File: src/rtl/command_decoder_pkg.sv
// Shared opcode, status-word and FIFO constants for the command decoder slice.
package command_decoder_pkg;

  typedef enum logic [3:0] {
    OP_NOP         = 4'h0,
    OP_REG_WRITE   = 4'h1,
    OP_REG_READ    = 4'h2,
    OP_PIXEL_WRITE = 4'h3,
    OP_SET_ADDR    = 4'h4,
    OP_CLEAR_ERR   = 4'h5
  } opcode_e;

  localparam logic [3:0]  STATUS_IDX         = 4'd15;
  localparam int unsigned STAT_OVF_BIT       = 15;
  localparam int unsigned STAT_ILL_BIT       = 14;
  localparam int unsigned STAT_LVL_MSB       = 3;
  localparam int unsigned STAT_LVL_LSB       = 0;
  localparam int unsigned DEFAULT_FIFO_DEPTH = 8;

  typedef struct packed {
    logic [15:0] addr;
    logic [15:0] data;
  } pixel_entry_t;

  function automatic logic [15:0] status_word(input logic ovf, input logic ill,
                                              input logic [3:0] level);
    logic [15:0] w;
    w = '0;
    w[STAT_OVF_BIT] = ovf;
    w[STAT_ILL_BIT] = ill;
    w[STAT_LVL_MSB:STAT_LVL_LSB] = level;
    return w;
  endfunction

endpackage

File: src/rtl/command_decoder_if.sv
// Pixel stream handshake: FIFO head toward the draw engine.
interface command_decoder_if;
  logic        valid;
  logic        ready;
  logic [15:0] addr;
  logic [15:0] data;

  modport master (output valid, output addr, output data, input ready);
  modport slave  (input valid, input addr, input data, output ready);
endinterface

File: src/rtl/pixel_fifo.sv
// Pixel FIFO: registered storage, head presented combinationally from the read pointer.
module pixel_fifo
  import command_decoder_pkg::*;
#(
  parameter int unsigned DEPTH = DEFAULT_FIFO_DEPTH
) (
  input  logic                   clk,
  input  logic                   rst,
  input  logic                   push,
  input  pixel_entry_t           push_entry,
  output logic                   full,
  output logic                   empty,
  output logic [$clog2(DEPTH):0] level,
  command_decoder_if.master      pix
);

  localparam int unsigned AW = $clog2(DEPTH);

  pixel_entry_t   mem_q [DEPTH];
  pixel_entry_t   mem_d [DEPTH];
  logic [AW-1:0]  wr_ptr_q, wr_ptr_d;
  logic [AW-1:0]  rd_ptr_q, rd_ptr_d;
  logic [AW:0]    level_q, level_d;
  logic           pop;

  assign empty = (level_q == '0);
  assign full  = level_q[AW];
  assign level = level_q;
  assign pop   = !empty && pix.ready;

  assign pix.valid = !empty;
  assign pix.addr  = mem_q[rd_ptr_q].addr;
  assign pix.data  = mem_q[rd_ptr_q].data;

  always_comb begin
    mem_d    = mem_q;
    wr_ptr_d = wr_ptr_q;
    rd_ptr_d = rd_ptr_q;
    level_d  = level_q;
    if (push) begin
      mem_d[wr_ptr_q] = push_entry;
      wr_ptr_d        = wr_ptr_q + 1'b1;
    end
    if (pop) begin
      rd_ptr_d = rd_ptr_q + 1'b1;
    end
    case ({push, pop})
      2'b10:   level_d = level_q + 1'b1;
      2'b01:   level_d = level_q - 1'b1;
      default: level_d = level_q;
    endcase
  end

  // Storage is cleared on reset so the head reads back as zero afterwards.
  always_ff @(posedge clk) begin
    if (rst) begin
      for (int unsigned i = 0; i < DEPTH; i++) begin
        mem_q[i] <= '0;
      end
      wr_ptr_q <= '0;
      rd_ptr_q <= '0;
      level_q  <= '0;
    end else begin
      mem_q    <= mem_d;
      wr_ptr_q <= wr_ptr_d;
      rd_ptr_q <= rd_ptr_d;
      level_q  <= level_d;
    end
  end

endmodule

File: src/rtl/command_decoder.sv
// Command decoder: register file, address counter, sticky error flags and pixel FIFO.
module command_decoder
  import command_decoder_pkg::*;
#(
  parameter int unsigned FIFO_DEPTH = DEFAULT_FIFO_DEPTH
) (
  input  logic        commandClk,
  input  logic        reset,
  input  logic [15:0] commandIn,
  input  logic [15:0] dataIn,
  output logic [15:0] readData,
  output logic        pixelValid,
  input  logic        pixelReady,
  output logic [15:0] pixelAddr,
  output logic [15:0] pixelData,
  output logic [3:0]  fifoLevel,
  output logic        errorFlag
);

  localparam int unsigned LW = $clog2(FIFO_DEPTH) + 1;

  logic [3:0]    idx;
  logic          unused_cmd_bits;
  logic [15:0]   regs_q [16];
  logic [15:0]   regs_d [16];
  logic [15:0]   read_data_q, read_data_d;
  logic [15:0]   cur_addr_q, cur_addr_d;
  logic          ovf_q, ovf_d;
  logic          ill_q, ill_d;
  logic          push, full, empty, pop;
  logic [LW-1:0] level;
  pixel_entry_t  push_entry;

  command_decoder_if pix_if ();

  assign idx             = commandIn[3:0];
  assign unused_cmd_bits = ^commandIn[11:4];
  assign pop             = !empty && pixelReady;
  assign push_entry      = '{addr: cur_addr_q, data: dataIn};

  assign pix_if.ready = pixelReady;
  assign pixelValid   = pix_if.valid;
  assign pixelAddr    = pix_if.addr;
  assign pixelData    = pix_if.data;
  assign fifoLevel    = 4'(level);
  assign readData     = read_data_q;
  assign errorFlag    = ovf_q | ill_q;

  always_comb begin
    regs_d      = regs_q;
    read_data_d = read_data_q;
    cur_addr_d  = cur_addr_q;
    ovf_d       = ovf_q;
    ill_d       = ill_q;
    push        = 1'b0;
    case (opcode_e'(commandIn[15:12]))
      OP_NOP: ;
      OP_REG_WRITE: begin
        if (idx != STATUS_IDX) regs_d[idx] = dataIn;
      end
      OP_REG_READ: begin
        read_data_d = (idx == STATUS_IDX) ? status_word(ovf_q, ill_q, fifoLevel)
                                          : regs_q[idx];
      end
      // A push into a full FIFO is still taken when the head leaves this cycle.
      OP_PIXEL_WRITE: begin
        if (!full || pop) begin
          push       = 1'b1;
          cur_addr_d = cur_addr_q + 16'd1;
        end else begin
          ovf_d = 1'b1;
        end
      end
      OP_SET_ADDR: cur_addr_d = dataIn;
      OP_CLEAR_ERR: begin
        ovf_d = 1'b0;
        ill_d = 1'b0;
      end
      default: ill_d = 1'b1;
    endcase
  end

  always_ff @(posedge commandClk) begin
    if (reset) begin
      for (int unsigned i = 0; i < 16; i++) begin
        regs_q[i] <= '0;
      end
      read_data_q <= '0;
      cur_addr_q  <= '0;
      ovf_q       <= 1'b0;
      ill_q       <= 1'b0;
    end else begin
      regs_q      <= regs_d;
      read_data_q <= read_data_d;
      cur_addr_q  <= cur_addr_d;
      ovf_q       <= ovf_d;
      ill_q       <= ill_d;
    end
  end

  pixel_fifo #(
    .DEPTH(FIFO_DEPTH)
  ) u_pixel_fifo (
    .clk       (commandClk),
    .rst       (reset),
    .push      (push),
    .push_entry(push_entry),
    .full      (full),
    .empty     (empty),
    .level     (level),
    .pix       (pix_if)
  );

endmodule

File: config.mk
export PLATFORM = sky130hd
export DESIGN_NAME = command_decoder
export DESIGN_NICKNAME = d
export VERILOG_FILES = /design/src/rtl/command_decoder_pkg.sv /design/src/rtl/command_decoder_if.sv /design/src/rtl/pixel_fifo.sv /design/src/rtl/command_decoder.sv
export SDC_FILE = /design/constraint.sdc
export NUM_CORES = 1
export LEC_CHECK = 0
export BUFFER_PORTS_ARGS = -buffer_cell sky130_fd_sc_hd__buf_4
export CAP_MARGIN = 0
export CORE_AREA = 2 2 248 250
export DETAILED_ROUTE_END_ITERATION = 6
export DIE_AREA = 0 0 250 252
export GPL_ROUTABILITY_DRIVEN = 0
export HOLD_SLACK_MARGIN = 0.08
export PLACE_DENSITY_LB_ADDON = 0.05
export SLEW_MARGIN = 0
export SYNTH_ARGS = -nofsm -noshare
export SYNTH_HDL_FRONTEND = slang
export SYNTH_SLANG_ARGS = --single-unit
File: constraint.sdc
create_clock -name commandClk -period 2.9 [get_ports commandClk]
set_input_delay 0.29 -clock commandClk [delete_from_list [all_inputs] [get_ports commandClk]]
set_output_delay 0.29 -clock commandClk [all_outputs]
set_load 0.03 [all_outputs]
==> impl_metrics.ini, run 1 <==
[placement]
dp_slack_ns = 0.251
placed_area_um2 = 25300
place_inst = 3229
portBuffers = 80
hpwl_mm = 40.3

[global_route]
met3_usage_pct = 3.26
top_usage_layer = met2
grt_pass1_wl_mm = 108
grt-ovfl-total = 0
antenna_found_initial = 0
grt_usage_pct = 22.2
grt_max_degree = 170
gr-usage-met1_pct = 31.2
grt_pass1_vias = 17683
gr-usage-met2_pct = 36.1

[sta]
finalCritPeriodShare_pct = 97.3
drv_slew = 0
hold_viol_final = 0
worst_slew_pin_slew_ns = 1.13
fin_skew_ns = 0.0168
maxSlewHeadroom_pct = 24.7
max_freq_ghz = 0.355
period_minus_slack_ns = 2.82
grt_setup_unrepaired = true
setup_viol = 0
fin_ws_ns = 0.0797

[clock_tree]
cts_buffer_depth = 3
clk_pin_slew_ns = 0.06
numCtsBuffers = 60
insertion_delay_ns = 0.64
cts_root_buffer = clkbuf_16
cts_sinks = 550
cts_tree = built
post-cts-setup-buffers = 0
htree_levels = 2

[routing]
drc = 0
antenna_left = 0
dr.first_iter.drc_count = 1275
wl_per_cell_um = 21.0
wirelength_mm = 70.7
viasPerCell = 5.41
vias = 18195
firstDrtPassIters = 6

[floorplanning]
ios = 89
num_rows = 90
coreArea_um2 = 60100
die_w_um = 250
start_util_pct = 39.7
die_h_um = 252
dieArea_um2 = 63000

[critical_path]
cp.arrival_ns = 2.53
path_class = reg -> out
start_kind = flop
crit_slowest_cell = mux4_2
crit_chain = buf_16, mux4_2, mux2_4, buf_4
critPathMaxStageDelay_ns = 0.55
crit_fanout = 32
endpoint_kind = output port
required_ns = 2.61

[yosys]
netlist_instances = 2527
synth_area_per_cell_um2 = 9.46
synth_compound_area_share_pct = 7.88
synth_nets = 2569
synth_mux_area_share_pct = 24.7
synth-xor-area-share_pct = 0.293
synth_top_area_share_pct = 46.1
ys_ff_latch = 550
synth_top_area_cell = dfxtp_1
synth_flop_cell = dfxtp_1
synthSimpleGateAreaFrac_pct = 16.3
synth_top_family_by_area = multiplexers
syn_area_um2 = 23900
synth-adder-area-share_pct = 0.398
yosys-top-cells-area = dfxtp_1 46%, mux2i_1 12%, mux4_2 10%, nand2_1 8.6%, a21oi_1 5.7%
synth-edff-count = 0
synth.distinct_cells = 58
async_reset_ff_share_pct = 0
synth_seq_area_share_pct = 46.1
yosys_warnings = 0

[pwr]
p_sw_share_pct = 23.6
power.density_nw_per_um2 = 606
power_switching_uw = 3960
p_comb_share_pct = 6.0
leakage_uw = 0.0104
p_seq_share_pct = 45.5
p_int_uw = 12800
p_clk_share_pct = 48.5
ir_drop_uv = 516
p_total_uw = 16800

[outcome]
outcome = finished clean

[flow_run]
maxCapViolCount = 0

[final_layout]
final_common_cell = nand2_1
fin_area_um2 = 27700
antenna_cells = 0
area_growth_pct = 15.9
nNetsFinal = 2573
final_cells = 3363
utilization_pct = 46.1
layout-drive-gt1-share_pct = 16.9
nFillCells = 5733
final_cell_mix = 548 x nand2_1, 547 x dfxtp_1, 287 x mux2i_1

[min_path]
hp-class = in -> reg
[synthesized netlist by cell type (5+ instances only)]
| cell | n |
|---|---|
| and2_1 | 8 |
| a22oi_1 | 7 |
| ha_1 | 6 |
| a2bb2oi_1 | 6 |
| nand3_1 | 13 |
| mux4_2 | 110 |
| buf_1 | 11 |
| nand4_1 | 14 |
| a221o_1 | 10 |
| nor2b_1 | 18 |
| nand2b_1 | 5 |
| dfxtp_1 | 550 |
| clkbuf_1 | 188 |
| nor2_1 | 280 |
| mux2_2 | 49 |
| o41ai_1 | 6 |
| nor4_1 | 6 |
| buf_6 | 12 |
| nand2_1 | 548 |
| o22ai_1 | 6 |
| inv_1 | 7 |
| mux2i_1 | 287 |
| a31oi_1 | 8 |
| buf_2 | 23 |
| or4_1 | 9 |
| a21oi_1 | 274 |
[critical path, delay by kind of cell (launching register included)]
family                 cells  cell delay [ns]
multiplexers               2             0.87
flip-flops                 1             0.50
buffers and inverters      2             0.47
[cells by family (layout without fill, tap and decap cells)]
logic type                 Yosys count  count (layout)
buffers and inverters              244             298
DFF                                550             550
muxes                              446             446
AOI/OAI and AO/OA                  338             338
and+or+nand+nor                    934             934
adders and majority gates            7               7
xor gates and xnor gates             8               8
[area by class of cell]
class                      instances  area, um2  share of cell area, %
clock buffer                      89       1740                   6.28
clock inverter                    23        377                   1.36
inverter                           8       30.0                  0.108
multi-input combinational       1733      11900                   43.1
sequential                       550      11000                   39.8
tap                              782        978                   3.53
timing repair buffer             178       1610                   5.83
[repair_timing]
| action | 4_1_cts | 5_1_grt |
|---|---|---|
| gates cloned | 0 | 0 |
| resized for setup | 3 | 6 |
| hold buffers | 22 | 0 |
| setup endpoints to repair | 3 | 6 |
| pin swaps | 0 | 0 |
| endpoints found under the hold margin | 183 | 0 |
[routing by layer]
metal	part of all wire [%]	vias up	routed length, um
met5	0	-	0
met4	1.9	0	1340
met3	4.5	85	3190
met2	46	407	32900
met1	47	9020	33300
li1	-	8683	-
[power by group through the flow]
| stage | logic, uW | registers, uW | clock network [uW] |
|---|---|---|---|
| finish | 1010 | 7630 | 8130 |
| global route | 1080 | 7630 | 8630 |
| CTS | 1020 | 7630 | 8330 |
| detailed placement | 992 | 7800 | 0 |
| global placement | 985 | 7800 | 0 |
| floorplan | 652 | 7780 | 0 |
[stage by stage]
stage	TNS, ns	hold slack (ns)
3_5_place_dp	0	0.444
4_1_cts	0	0.0845
3_3_place_gp	0	0.438
5_1_grt	-0.00390	0.152
6_report	0	0.123
2_1_floorplan	0	0.433
[path summary, 6_finish.rpt]
path / slack, ns / cells after the start / from / end
worst max-delay path: 0.08 / 4 / u_pixel_fifo.rd_ptr_q[0] / pixelData[5]
worst min-delay path: 0.12 / 3 / commandIn[14] / ill_q
worst max register to register: 0.21 / 9 / u_pixel_fifo.level[3] / u_pixel_fifo.level[3]
worst min register to register: 0.45 / 2 / u_pixel_fifo.mem_q[23] / u_pixel_fifo.mem_q[23]
[registers in the layout, indices dropped and copies added (netlist names)]
register,cells
ill_q,1
cur_addr_q,16
u_pixel_fifo.rd_ptr_q,3
u_pixel_fifo.mem_q,256
readData,16
u_pixel_fifo.wr_ptr_q,3
ovf_q,1
regs_q,250
u_pixel_fifo.level,4
(Power assumes the default switching activity.)
==> inputs of run 2 (changes only) <==
Settings changed: CORE_AREA 2 2 248 250 to 2 2 222 224, DIE_AREA 0 0 250 252 to 0 0 224 226, RECOVER_POWER set to 25, REMOVE_ABC_BUFFERS set to 1.
==> run 2 against run 1 <==
  * The run now ends with max-capacitance violations, max-slew violations left
  * Hold slack improved by 0.0088 ns
  * Clock power fell by 8.1%
  * First-iteration DRC count rose by 18%
  * Die area fell by 20%
  * Global-route usage rose by 4.4 points
  * Power fell by 4.1%
  * Final cell count fell by 4.5%
  * Register-to-register slack improved by 0.07 ns
  * Setup slack improved by 0.12 ns
==> impl_metrics.ini, run 2 (synthesis gave the netlist of run 1 again) <==
[critical_path]
endpoint_kind = output port
start_kind = flop
rrSetupSlack_ns = 0.28
crit_chain = buf_12, mux4_2, mux2_2, buf_4
crit_slowest_cell = mux4_2
critPathMaxStageDelay_ns = 0.56
cp.arrival_ns = 2.41
worstRegToRegCells = 7
crit_fanout = 38
r2r_start = u_pixel_fifo.level[3]
path_class = reg -> out
reg2reg_to = u_pixel_fifo.mem_q[165]
required_ns = 2.61

[clock_tree]
htree_levels = 2
cts_sinks = 550
post-cts-setup-buffers = 0
cts_tree = built
cts_buffer_depth = 3
insertion_delay_ns = 0.62
holdBufCountCts = 22
post_cts_resized = 0
clk_pin_slew_ns = 0.06
cts_root_buffer = clkbuf_16
numCtsBuffers = 59

[final_layout]
final_cell_mix = 548 x nand2_1, 547 x dfxtp_1, 287 x mux2i_1
area_growth_pct = 13.9
top_register = u_pixel_fifo.mem_q
final_common_cell = nand2_1
utilization_pct = 56.3
reg_top3 = u_pixel_fifo.mem_q (256), regs_q (250)
largest_register_ffs = 256
nNetsFinal = 2585
layout-drive-gt1-share_pct = 15.9
antenna_cells = 0

[sta]
grt_setup_unrepaired = false
period_minus_slack_ns = 2.70
setup_viol = 0
finalCritPeriodShare_pct = 93.0
fin_ws_ns = 0.203
maxSlewHeadroom_pct = -0.798
worst_slew_pin_slew_ns = 1.51
fin_skew_ns = 0.0167
hold_viol_final = 0
drv_slew = 78
max_freq_ghz = 0.371

[floorplanning]
die_h_um = 226
start_util_pct = 49.4
die_w_um = 224
dieArea_um2 = 50600
coreArea_um2 = 48300
num_rows = 81
ios = 89

[routing]
firstDrtPassIters = 5
dr.first_iter.drc_count = 1500
antenna_left = 0
viasPerCell = 5.68
vias = 18219
wl_per_cell_um = 20.9
drc = 0
wirelength_mm = 67.0

[global_route]
grt_usage_pct = 26.6
antenna_found_initial = 0
grt_pass1_wl_mm = 104
grt_max_degree = 173
grt_pass1_vias = 17768
grt-ovfl-total = 0

[outcome]
failed_checks = max-capacitance violations, max-slew violations
outcome = finished with violations

[pwr]
leakage_uw = 0.0103
power.density_nw_per_um2 = 591
ir_drop_uv = 518

[placement]
portBuffers = 80
hpwl_mm = 39.4
dp_slack_ns = 0.339

[min_path]
holdPathStages = 3
hp-class = in -> reg
min_to = ovf_q
hp-start = commandIn[13]

[flow_run]
maxCapViolCount = 1
[run 2: cell type report]
class	instances	area, um2
sequential	550	11000
multi-input combinational	1733	11900
inverter	8	30.0
clock inverter	12	129
clock buffer	94	1800
tap	622	778
fill	4298	21100
timing repair buffer	191	1550
[run 2: worst max-delay path by stage]
stage / from / endpoint / slack [ns] / cells after the start
floorplan: u_pixel_fifo.rd_ptr_q[0] / pixelAddr[0] / -1.17 / 2
global placement: u_pixel_fifo.level[3] / u_pixel_fifo.level[3] / 0.30 / 9
detailed placement: u_pixel_fifo.level[3] / u_pixel_fifo.level[3] / 0.34 / 9
CTS: u_pixel_fifo.rd_ptr_q[0] / pixelAddr[3] / 0.15 / 4
global route: commandIn[1] / regs_q[82] / 0.08 / 8
finish: u_pixel_fifo.rd_ptr_q[0] / pixelAddr[3] / 0.20 / 4
[run 2: worst max-delay path: cells and delay by family (launching register included)]
kind | cells | cell delay (ns)
muxes | 2 | 0.86
DFF | 1 | 0.40
buffers and inverters | 2 | 0.48
[run 2: routing by layer]
layer / up-vias / GRT usage (%) / part of all wire (%)
li1: 8720 / - / -
met1: 8957 / 37.6 / 46
met2: 445 / 42.3 / 46
met3: 97 / 4.89 / 6.0
met4: 0 / 6.15 / 1.8
met5: - / 0 / 0
[run 2: power breakdown]
part	total [uW]	switching, uW	internal (uW)
clock	7470	3080	4400
combinational	989	643	346
sequential	7620	35.5	7590
total	16100	3760	12300
[run 2: per-stage QoR]
| step | hold WS (ns) | power [uW] | TNS, ns | std cells | instance area [um2] |
|---|---|---|---|---|---|
| CTS | 0.0872 | 16300 | 0 | 3210 | 27400 |
| detailed placement | 0.443 | 8780 | 0 | 3082 | 25200 |
| finish | 0.132 | 16100 | 0 | 3210 | 27200 |
| global route | 0.136 | 16600 | 0 | 3210 | 27200 |
| global placement | 0.438 | 8770 | 0 | 3082 | 25200 |
| floorplan | 0.359 | 8220 | -147.56 | 2291 | 22900 |
==> inputs of run 3 (changes only) <==
Settings changed: PLACE_DENSITY set to 0.63, PLACE_DENSITY_LB_ADDON 0.05 to not set.
==> run 3 against run 2 <==
  * The run still ends with max-capacitance violations, max-slew violations left
  * First-iteration DRC count grew 5.9%
  * Critical path type unchanged
  * Die area is the same
  * Sequential share of layout area is essentially flat
  * Cell area is essentially flat
  * Setup slack lost 0.050 ns
  * Power grew 0.47%
  * Maximum frequency shrank 1.8%
  * Global-route usage shrank 1.5 points
  * Clock-buffer cell count shrank 3
  * Critical endpoint is now pixelData[10]
==> impl_metrics.ini, run 3 (synthesis gave the netlist of run 1 again) <==
[global_route]
grt_max_degree = 178
grt_pass1_vias = 17980
antenna_found_initial = 0
grt_pass1_wl_mm = 100
grt_usage_pct = 25.1
grt-ovfl-total = 0

[clock_tree]
cts_tree = built
cts_buffer_depth = 3
post_cts_resized = 0
cts_root_buffer = clkbuf_16
cts_sinks = 550
clk_pin_slew_ns = 0.06
htree_levels = 2
numCtsBuffers = 57
insertion_delay_ns = 0.62

[pwr]
p_int_uw = 12400
power_switching_uw = 3730
power.density_nw_per_um2 = 594
p_seq_share_pct = 47.3
ir_drop_uv = 495
p_sw_share_pct = 23.1
p_total_uw = 16200
p_comb_share_pct = 6.1
p_clk_share_pct = 46.6
leakage_uw = 0.0103

[sta]
max_freq_ghz = 0.364
worst_slew_pin_slew_ns = 2.02
finalCritPeriodShare_pct = 94.7
grt_setup_unrepaired = false
maxSlewHeadroom_pct = -35.1
fin_hold_ws_ns = 0.123
fin_setup_tns_ns = 0
fin_skew_ns = 0.0198
hold_viol_final = 0
setup_viol = 0
period_minus_slack_ns = 2.75
drv_slew = 142

[critical_path]
crit_start = u_pixel_fifo.rd_ptr_q[0]
worstRegToRegCells = 9
required_ns = 2.61
endpoint_kind = output port
rrSetupSlack_ns = 0.21
r2r_start = u_pixel_fifo.level[3]
path_class = reg -> out
start_kind = flop
cp.arrival_ns = 2.46
reg2reg_to = u_pixel_fifo.level[3]
crit_fanout = 24

[floorplanning]
die_h_um = 226
ios = 89
start_util_pct = 49.4
die_w_um = 224
coreArea_um2 = 48300
dieArea_um2 = 50600
num_rows = 81

[final_layout]
final_cell_mix = 548 x nand2_1, 547 x dfxtp_1, 287 x mux2i_1
top_register = u_pixel_fifo.mem_q
antenna_cells = 0
reg_top3 = u_pixel_fifo.mem_q (256), regs_q (250)
area_growth_pct = 13.8
final_cells = 3212
largest_register_ffs = 256
utilization_pct = 56.2
nNetsFinal = 2585
final_common_cell = nand2_1
layout-drive-gt1-share_pct = 16.0

[min_path]
hp-start = dataIn[9]
hp-class = in -> reg
holdPathStages = 3
min_to = u_pixel_fifo.mem_q[105]

[outcome]
failed_checks = max-capacitance violations, max-slew violations
outcome = finished with violations

[placement]
place_inst = 3076
portBuffers = 80
hpwl_mm = 38.5

[routing]
dr.first_iter.drc_count = 1589
antenna_left = 0
drc = 0
wirelength_mm = 63.8
firstDrtPassIters = 7
vias = 18249
wl_per_cell_um = 19.9
viasPerCell = 5.68

[flow_run]
maxCapViolCount = 4
run 3: changes by cell type in the layout (fill, tap and decap cells not counted), sizes merged:
cell / change
dlygate4sd3: -2
buf: +8
clkbuf: -7
bufinv: +4
inv: -1
run 3: per-stage QoR:
| stage | instance area [um2] | setup WS (ns) |
|---|---|---|
| floorplan | 22900 | -1.17 |
| global placement | 25100 | 0.207 |
| detailed placement | 25100 | 0.219 |
| CTS | 27300 | 0.0272 |
| global route | 27200 | 0.0625 |
| finish | 27200 | 0.154 |
run 3: cell type report:
class	count	area [um2]
Clock buffer	91	1670
Clock inverter	15	251
Fill cell	4207	21200
Inverter	8	30.0
Multi-Input combinational cell	1733	11900
Sequential cell	550	11000
Tap cell	622	778
Timing Repair Buffer	193	1530
run 3: power groups by stage:
stage / combinational [uW] / sequential (uW) / clock, uW
after floorplan: 345 / 7880 / 0
after global placement: 930 / 7820 / 0
after detailed placement: 940 / 7820 / 0
after CTS: 964 / 7650 / 7660
after global routing: 1070 / 7640 / 7920
final: 991 / 7640 / 7530
run 3: what timing repair did:
action	CTS	global route
hold endpoints to repair	142	0
setup buffers	0	10
setup endpoints to repair	0	9
hold buffers	20	0
run 3: worst max-delay path by stage:
stage                             to  depth (start not counted)
2_1_floorplan           pixelAddr[0]                          2
3_3_place_gp   u_pixel_fifo.level[3]                          9
3_5_place_dp   u_pixel_fifo.level[3]                          9
4_1_cts                 pixelAddr[3]                          4
5_1_grt        u_pixel_fifo.level[3]                          9
6_report               pixelData[10]                          4
run 3: worst max-delay path, cell delays in order, from the launching register on:
cell and delay [ns]:
dfxtp_4 0.50, buf_12 0.27, mux4_2 0.54, mux2_2 0.33, buf_4 0.19
run 3: routing by layer:
metal  part of all wire [%]  wire length, um  GRT usage [%]
met5                      0                0              0
met4                    1.9             1200           5.89
met3                    5.6             3560           3.93
met2                     47            30200           41.8
met1                     45            28800           34.4
